--- src/rtl/multi_timer.sv ---
// multi_timer: NCH independent programmable interval timers with sticky flags, tick pulses and masked irq
module multi_timer #(
    parameter int WIDTH = 16,
    parameter int NCH   = 4
) (
    input  logic                 timeclk,
    input  logic                 reset,
    input  logic [NCH*WIDTH-1:0] datain,
    input  logic [NCH-1:0]       start,
    input  logic [NCH-1:0]       stop,
    input  logic [NCH-1:0]       mode,
    input  logic [NCH-1:0]       hold,
    input  logic [NCH-1:0]       clr,
    input  logic [NCH-1:0]       irq_mask,
    output logic [NCH-1:0]       timeup,
    output logic [NCH-1:0]       tick,
    output logic [NCH-1:0]       busy,
    output logic [NCH*WIDTH-1:0] count,
    output logic                 irq
);
    typedef enum logic [1:0] {IDLE, RUN, DONE} state_t;
    localparam logic [WIDTH-1:0] ONE = 1;
    genvar c;
    generate
        for (c = 0; c < NCH; c++) begin : g_ch
            state_t           state;
            logic [WIDTH-1:0] period_r;
            logic [WIDTH-1:0] cnt;
            logic             mode_r;
            logic             tick_r;
            logic             busy_r;
            logic             flag_r;
            logic             expire;
            assign expire = state == RUN && !hold[c] && !stop[c] && !start[c] && cnt == period_r;
            // channel FSM: stop beats start beats count/compare
            always_ff @(posedge timeclk or posedge reset) begin
                if (reset) begin
                    state    <= IDLE;
                    period_r <= '0;
                    mode_r   <= 1'b0;
                    cnt      <= '0;
                    tick_r   <= 1'b0;
                    busy_r   <= 1'b0;
                end else if (stop[c]) begin
                    state  <= IDLE;
                    cnt    <= '0;
                    tick_r <= 1'b0;
                    busy_r <= 1'b0;
                end else if (start[c]) begin
                    period_r <= datain[c*WIDTH +: WIDTH];
                    mode_r   <= mode[c];
                    cnt      <= '0;
                    state    <= RUN;
                    tick_r   <= 1'b0;
                    busy_r   <= 1'b1;
                end else if (state == RUN && !hold[c]) begin
                    tick_r <= expire;
                    if (!expire) cnt <= cnt + ONE;
                    else if (mode_r) cnt <= '0;
                    else begin
                        state  <= DONE;
                        busy_r <= 1'b0;
                    end
                end else begin
                    tick_r <= 1'b0;
                end
            end
            // sticky expiry flag; a same-edge expiry overrides clr
            always_ff @(posedge timeclk or posedge reset) begin
                if (reset) flag_r <= 1'b0;
                else flag_r <= expire | (flag_r & ~clr[c]);
            end
            assign timeup[c] = flag_r;
            assign tick[c] = tick_r;
            assign busy[c] = busy_r;
            assign count[c*WIDTH +: WIDTH] = cnt;
        end
    endgenerate
    // interrupt registered from the current flags, so it trails timeup by one cycle
    always_ff @(posedge timeclk or posedge reset) begin
        if (reset) irq <= 1'b0;
        else irq <= |(timeup & irq_mask);
    end
endmodule

--- config.mk ---
export PLATFORM = sky130hd
export DESIGN_NAME = multi_timer
export DESIGN_NICKNAME = d
export VERILOG_FILES = /design/src/rtl/multi_timer.sv
export SDC_FILE = /design/constraint.sdc
export NUM_CORES = 1
export LEC_CHECK = 0
export ABC_AREA = 1
export CAP_MARGIN = 10
export CORE_MARGIN = 2
export CORE_UTILIZATION = 45
export CTS_CLUSTER_SIZE = 10
export DETAILED_ROUTE_END_ITERATION = 8
export PLACE_DENSITY = 0.75
export SLEW_MARGIN = 20
export SYNTH_ARGS = -nofsm -noshare
export SYNTH_HDL_FRONTEND = slang
export SYNTH_SLANG_ARGS = --single-unit
--- constraint.sdc ---
create_clock -name timeclk -period 8.31 [get_ports timeclk]
set_clock_uncertainty 0.05 [all_clocks]
set_input_delay 1.2465 -clock timeclk [delete_from_list [all_inputs] [get_ports timeclk]]
set_output_delay 1.2465 -clock timeclk [all_outputs]
set_load 0.02 [all_outputs]
# ---- Yosys cells after proc, flatten, opt, wreduce, memory -nomap -nowiden
# Index checks and enable logic that the tools add are counted.
dict set report op_classes {
  reduce_logical 49
  add_sub_neg 4
  n_mux 72
  bitwise 17
  eq_ne 16
}
# cell count
set op_table {}
lappend op_table {{$mux W16} 20}
lappend op_table {{$add A16 B1 Y16 const B} 4}
lappend op_table {{$eq A16 B16 Y1} 4}
lappend op_table {{$mux W2} 20}
lappend op_table {{$mux W1} 32}
lappend op_table {{$reduce_bool A3 Y1} 8}
lappend op_table {{$logic_and A1 B1 Y1} 16}
lappend op_table {{$ne A4 B4 Y1 const B} 4}
lappend op_table {{$reduce_and A2 Y1} 8}
lappend op_table {{$logic_not A1 Y1} 12}
lappend op_table {{$ne A3 B3 Y1 const B} 4}
lappend op_table {{$reduce_and A3 Y1} 4}
lappend op_table {{$eq A2 B1 Y1 const B} 4}
lappend op_table {{$not A1 Y1} 8}
lappend op_table {{$and A1 B1 Y1} 4}
lappend op_table {{$and A4 B4 Y4} 1}
lappend op_table {{$or A1 B1 Y1} 4}
lappend op_table {{$reduce_or A4 Y1} 1}
dict set report totals {
  out_inout_bits 77
  word_cells 187
  reg_bits 153
}

# ---- Longest topological paths before layout
dict set report logic_depth {
  word_depth 9
  ltp_mapped 13
}

# ---- Least setup slack after synthesis
# No wires, ideal clock.
dict set report synth_path {
  path_type {in2reg}
  startpoint {input start[1]}
  endpoint {register g_ch[1].cnt[0]}
  path_slack_ps 5834
  path_stages 11
  t_arrival_ps 2309
  setup_ps 117
  n_path_buf 1
  required_time_ps 8143
  path_cell_list {nor2_2 > nand2_1 > nor2_1 > nand2_1 > nor2_2 > nand3_2 > nor2_2 > nor2_2 > buf_2 > nand2_1 > nand2_1}
}
dict set report synth_between {
  elab_chain_cells 7
  elab_cells_between_ends 10
  cone_classes {eq/ne: 1; mux: 4; reduce/logical: 5}
}
# item line
set synth_lines {}
lappend synth_lines {{start: declaration} 9} ;# input logic [NCH-1:0] start,
lappend synth_lines {{$logic_not A1 Y1} 34} ;# assign expire = state == RUN && !hold[c] && !stop[c] && !start[c] && cnt == period_r;
lappend synth_lines {{$logic_and A1 B1 Y1 (2 in a row)} 34}
lappend synth_lines {{$mux W16} 58} ;# if (!expire) cnt <= cnt + ONE;
lappend synth_lines {{$mux W16} 56} ;# end else if (state == RUN && !hold[c]) begin
lappend synth_lines {{$mux W16} 49} ;# end else if (start[c]) begin
lappend synth_lines {{$mux W16} 44} ;# end else if (stop[c]) begin
lappend synth_lines {{end signal: assignment} 58}
lappend synth_lines {{end: declaration} 28} ;# logic [WIDTH-1:0] cnt;
# Parallel ways exist; a longest one is shown, timed or not. The select of a mux whose other input is x is not followed.
# A chain may end at the register's enable or synchronous reset.

# ---- Final worst setup path
dict set report layout_path {
  startpoint {input stop[0]}
  endpoint {register g_ch[0].cnt[3]}
}
dict set report layout_between {
  elab_chain_cells 8
  elab_cells_between_ends 11
  cone_classes {eq/ne: 1; mux: 4; reduce/logical: 6}
}
# item line
set layout_lines {}
lappend layout_lines {{start: declaration} 10} ;# input logic [NCH-1:0] stop,
lappend layout_lines {{$logic_not A1 Y1} 34}
lappend layout_lines {{$logic_and A1 B1 Y1 (3 in a row)} 34}
lappend layout_lines {{$mux W16} 58}
lappend layout_lines {{$mux W16} 56}
lappend layout_lines {{$mux W16} 49}
lappend layout_lines {{$mux W16} 44}
lappend layout_lines {{end signal: assignment} 58}
lappend layout_lines {{end: declaration} 28}
# Parallel ways exist; a longest one is shown, timed or not. The select of a mux whose other input is x is not followed.

==> results.json <==
{
  "status": "completed",
  "cts_buffer_depth": 2,
  "insertion_delay_ns": 0.43,
  "last_weighted_congestion_value_of_the_routability_driven_placer": 0.897,
  "die_area_um2": 20900,
  "hpwlAfterDp_um": 16800,
  "end_kind": "flop",
  "seq_power_share_pct": 44.5,
  "synth_area_um2": 8890,
  "finalSetupViolCount": 0,
  "cts_hold_bufs": 0,
  "hold-path-cell-count": 2,
  "relSlewSlack_pct": 34.9,
  "internal_power_w": 0.00132,
  "clkPwrFrac_pct": 42.3,
  "grt_overflow": 0,
  "reg2reg_slack_ns": 5.63,
  "path_class": "input pin to flop",
  "rr_endpoint": "g_ch[0].cnt[3]",
  "setup_tns_ns": 0,
  "final_hold_violation_count": 0,
  "power-per-cell-area_nw_per_um2": 162,
  "post-route-min-period_ns": 3.51,
  "post_route_cells_drive_above_1_share_pct": 6.10,
  "drtPass1Iterations": 5,
  "boundaryPins": 167,
  "worstSetupPathDepth": 10,
  "crit_path_max_fanout": 20,
  "ff2ff_path_depth": 10,
  "synthTopCellsByArea": "dfrtp_1, nand2_1, nor2_1",
  "cts_inserted_buffers": 17,
  "worst_setup_path_endpoint": "g_ch[0].cnt[3]",
  "cts_post_setup_buffers_inserted": 0,
  "first_global_vias": 7900,
  "power_switching_w": 0.000490,
  "leakage_nw": 5.20,
  "drc_violations_left": 0,
  "worstHoldPathType": "flop to flop",
  "worstReg2RegStart": "g_ch[0].cnt[5]",
  "placeableCoreArea_um2": 19400,
  "dieWidth_um": 145,
  "ctsHtreeMaxLevel": 4,
  "worst_ep_required_time_ns": 8.62,
  "postRouteAntennaNets": 0,
  "start_kind": "input pin",
  "grt_pass1_wl_um": 38000,
  "synth_top_area_share_pct": 42.0,
  "ys_seq_elements": 149,
  "cp_cell_sequence": "clkdlybuf4s50_1 > nor2_4 > nand2_1 > nor2_1 > nand2_1 > nor2_1 > nand3_1 > o21ai_2 > nand2_1 > nand2_1",
  "share_comb_of_total_power_pct": 13.2,
  "fmax_ghz": 0.285,
  "maxCapViolCount": 0,
  "detailedRoute.firstIterationViolations": 537,
  "route.detailed.vias_per_inst": 4.92,
  "tritoncts_clock_tree": "yes",
  "std_cell_rows": 51,
  "clock-sinks": 149,
  "avgRoutedWirePerCell_um": 13.7,
  "timing.critical_path.mode_cell": "nand2_1",
  "synth_top_area_cell": "dfrtp_1",
  "vdd.ir_drop.worst_mv": 0.132,
  "path_clk_slew_ns": 0.06,
  "timing_max_transition_violations_final": 0,
  "post-layout-total-power_w": 0.00181,
  "rsz_0062_raised_after_global_routing": "no",
  "wl_um": 23200,
  "cts_repair_resize_count": 0,
  "worstMarginPinSlew_ns": 0.973,
  "syn_nets": 1366,
  "layout-area-overhead-vs-synth_pct": 26.2,
  "slowest_cell_on_the_critical_path": "o21ai_2",
  "yosysWarningCount": 0,
  "cts.root.buffer_cell": "clkbuf_16",
  "power_switching_share_pct": 27.1,
  "min_period_over_period_pct": 42.2,
  "die_h_um": 145,
  "netlist-cell-type-count": 33,
  "worstSetupStartpoint": "stop[0]",
  "num-nets-final": 1508,
  "via_count": 8327,
  "peak_per_stage_delay_on_the_critical_path_ns": 0.76,
  "antenna_found_initial": 1,
  "synth_area_per_cell_um2": 6.99,
  "number_of_buffer_and_inverter_stages_on_the_critical_path": 1,
  "critical_path.top_delay_family": "simple AND/OR/NAND/NOR gates",
  "grt_max_degree": 90,
  "globalRouteTotalUtil_pct": 22.8,
  "floorplan.initialDensity_pct": 45.8,
  "synth_seq_area_share_pct": 42.0,
  "buffer_ports.inserted": 166,
  "fillCellCount": 1836,
  "cp.arrival_ns": 3.81,
  "post_synth_inst_count": 1272
}
-- worst reg2reg max path, stage by stage, from the launching register on --
cell	delay, ns
dfrtp_1	0.54
inv_1	0.11
nand2_1	0.08
nand2_1	0.06
nor2_1	0.10
nand2_1	0.06
nor2_1	0.09
nand3_1	0.55
o21ai_2	0.77
nand2_1	0.12
nand2_1	0.08
-- how the worst min path moves through the flow --
stage | startpoint | endpoint
6_report | g_ch[1].state[1] | g_ch[1].state[1]
5_1_grt | g_ch[1].state[1] | g_ch[1].state[1]
4_1_cts | g_ch[1].state[1] | g_ch[1].state[1]
3_5_place_dp | g_ch[1].state[1] | g_ch[1].state[1]
3_3_place_gp | g_ch[1].state[1] | g_ch[1].state[1]
2_1_floorplan | g_ch[1].state[1] | g_ch[1].state[1]
-- power groups by stage --
stage,clock (W),combinational (W),sequential [W]
2_1_floorplan,0,0.000154,0.000811
3_3_place_gp,0,0.000233,0.000816
3_5_place_dp,0,0.000238,0.000818
4_1_cts,0.000774,0.000241,0.000805
5_1_grt,0.000802,0.000270,0.000811
6_report,0.000767,0.000240,0.000806
-- cell type report --
type / count / area (um2) / area share, %
diodes: 1 / 2.50 / 0.0223
clock buffers: 19 / 443 / 3.95
clock inverters: 13 / 134 / 1.19
inverters: 157 / 594 / 5.30
multi-input cells: 920 / 4300 / 38.3
flip-flops and latches: 149 / 3730 / 33.3
well taps: 265 / 332 / 2.96
repair buffers: 169 / 1680 / 15.0
-- Yosys cell counts (all sizes together) --
master	count
nor2	211
nand4	26
nand3b	1
nor4	5
dfrtp	149
a21oi	61
nand2b	1
nand2	435
o2111ai	1
mux2	9
xor2	39
or2	2
inv	157
o22ai	4
ha	4
xnor2	16
nor3b	5
clkbuf	14
nor3	19
o21ai	30
buf	32
nand3	51
-- layout by cell type, fill, tap and decap left out, drive strengths merged --
cell / n
a21oi: 61
buf: 3
bufinv: 2
clkbuf: 19
clkdlybuf4s50: 166
clkinv: 5
clkinvlp: 6
dfrtp: 149
diode: 1
ha: 4
inv: 157
mux2: 9
nand2: 435
nand2b: 1
nand3: 51
nand3b: 1
nand4: 26
nor2: 211
nor3: 19
nor3b: 5
nor4: 5
o2111ai: 1
o21ai: 30
o22ai: 4
or2: 2
xnor2: 16
xor2: 39
-- per-layer routing --
layer  up-vias  GRT usage (%)  wire length, um
met5         -              0                0
met2       224           38.5            11100
li1       4196              -                -
met3        22           4.67             1380
met1      3885           29.9            10400
met4         0           6.03              236
-- state kept, by name, summed over array words and instances (netlist names) --
name	count
g_ch.cnt	64
g_ch.period_r	64
g_ch.state	8
g_ch.flag_r	4
g_ch.mode_r	4
g_ch.tick_r	4
irq	1
-- cell families after synthesis --
family / Yosys count / share of synthesized area [%]
and+or+nand+nor: 756 / 35.2
buffers and inverters: 203 / 9.73
DFF: 149 / 42.0
AOI/OAI and AO/OA: 96 / 5.93
xor gates and xnor gates: 55 / 5.51
muxes: 9 / 1.14
adders and majority gates: 4 / 0.563
-- stage by stage --
step / hold WS, ns / instance area [um2] / util, % / cells / setup WS [ns]
after floorplan: 0.403 / 8890 / - / 1272 / 3.01
after global placement: 0.427 / 10600 / 54.8 / 1660 / 4.50
after detailed placement: 0.435 / 10600 / 54.8 / 1660 / 4.38
after CTS: 0.450 / 11200 / 57.8 / 1692 / 4.82
after global routing: 0.494 / 11200 / 57.8 / 1692 / 4.56
final: 0.445 / 11200 / 57.8 / 1693 / 4.80
Power figures use the tool's default switching activity.
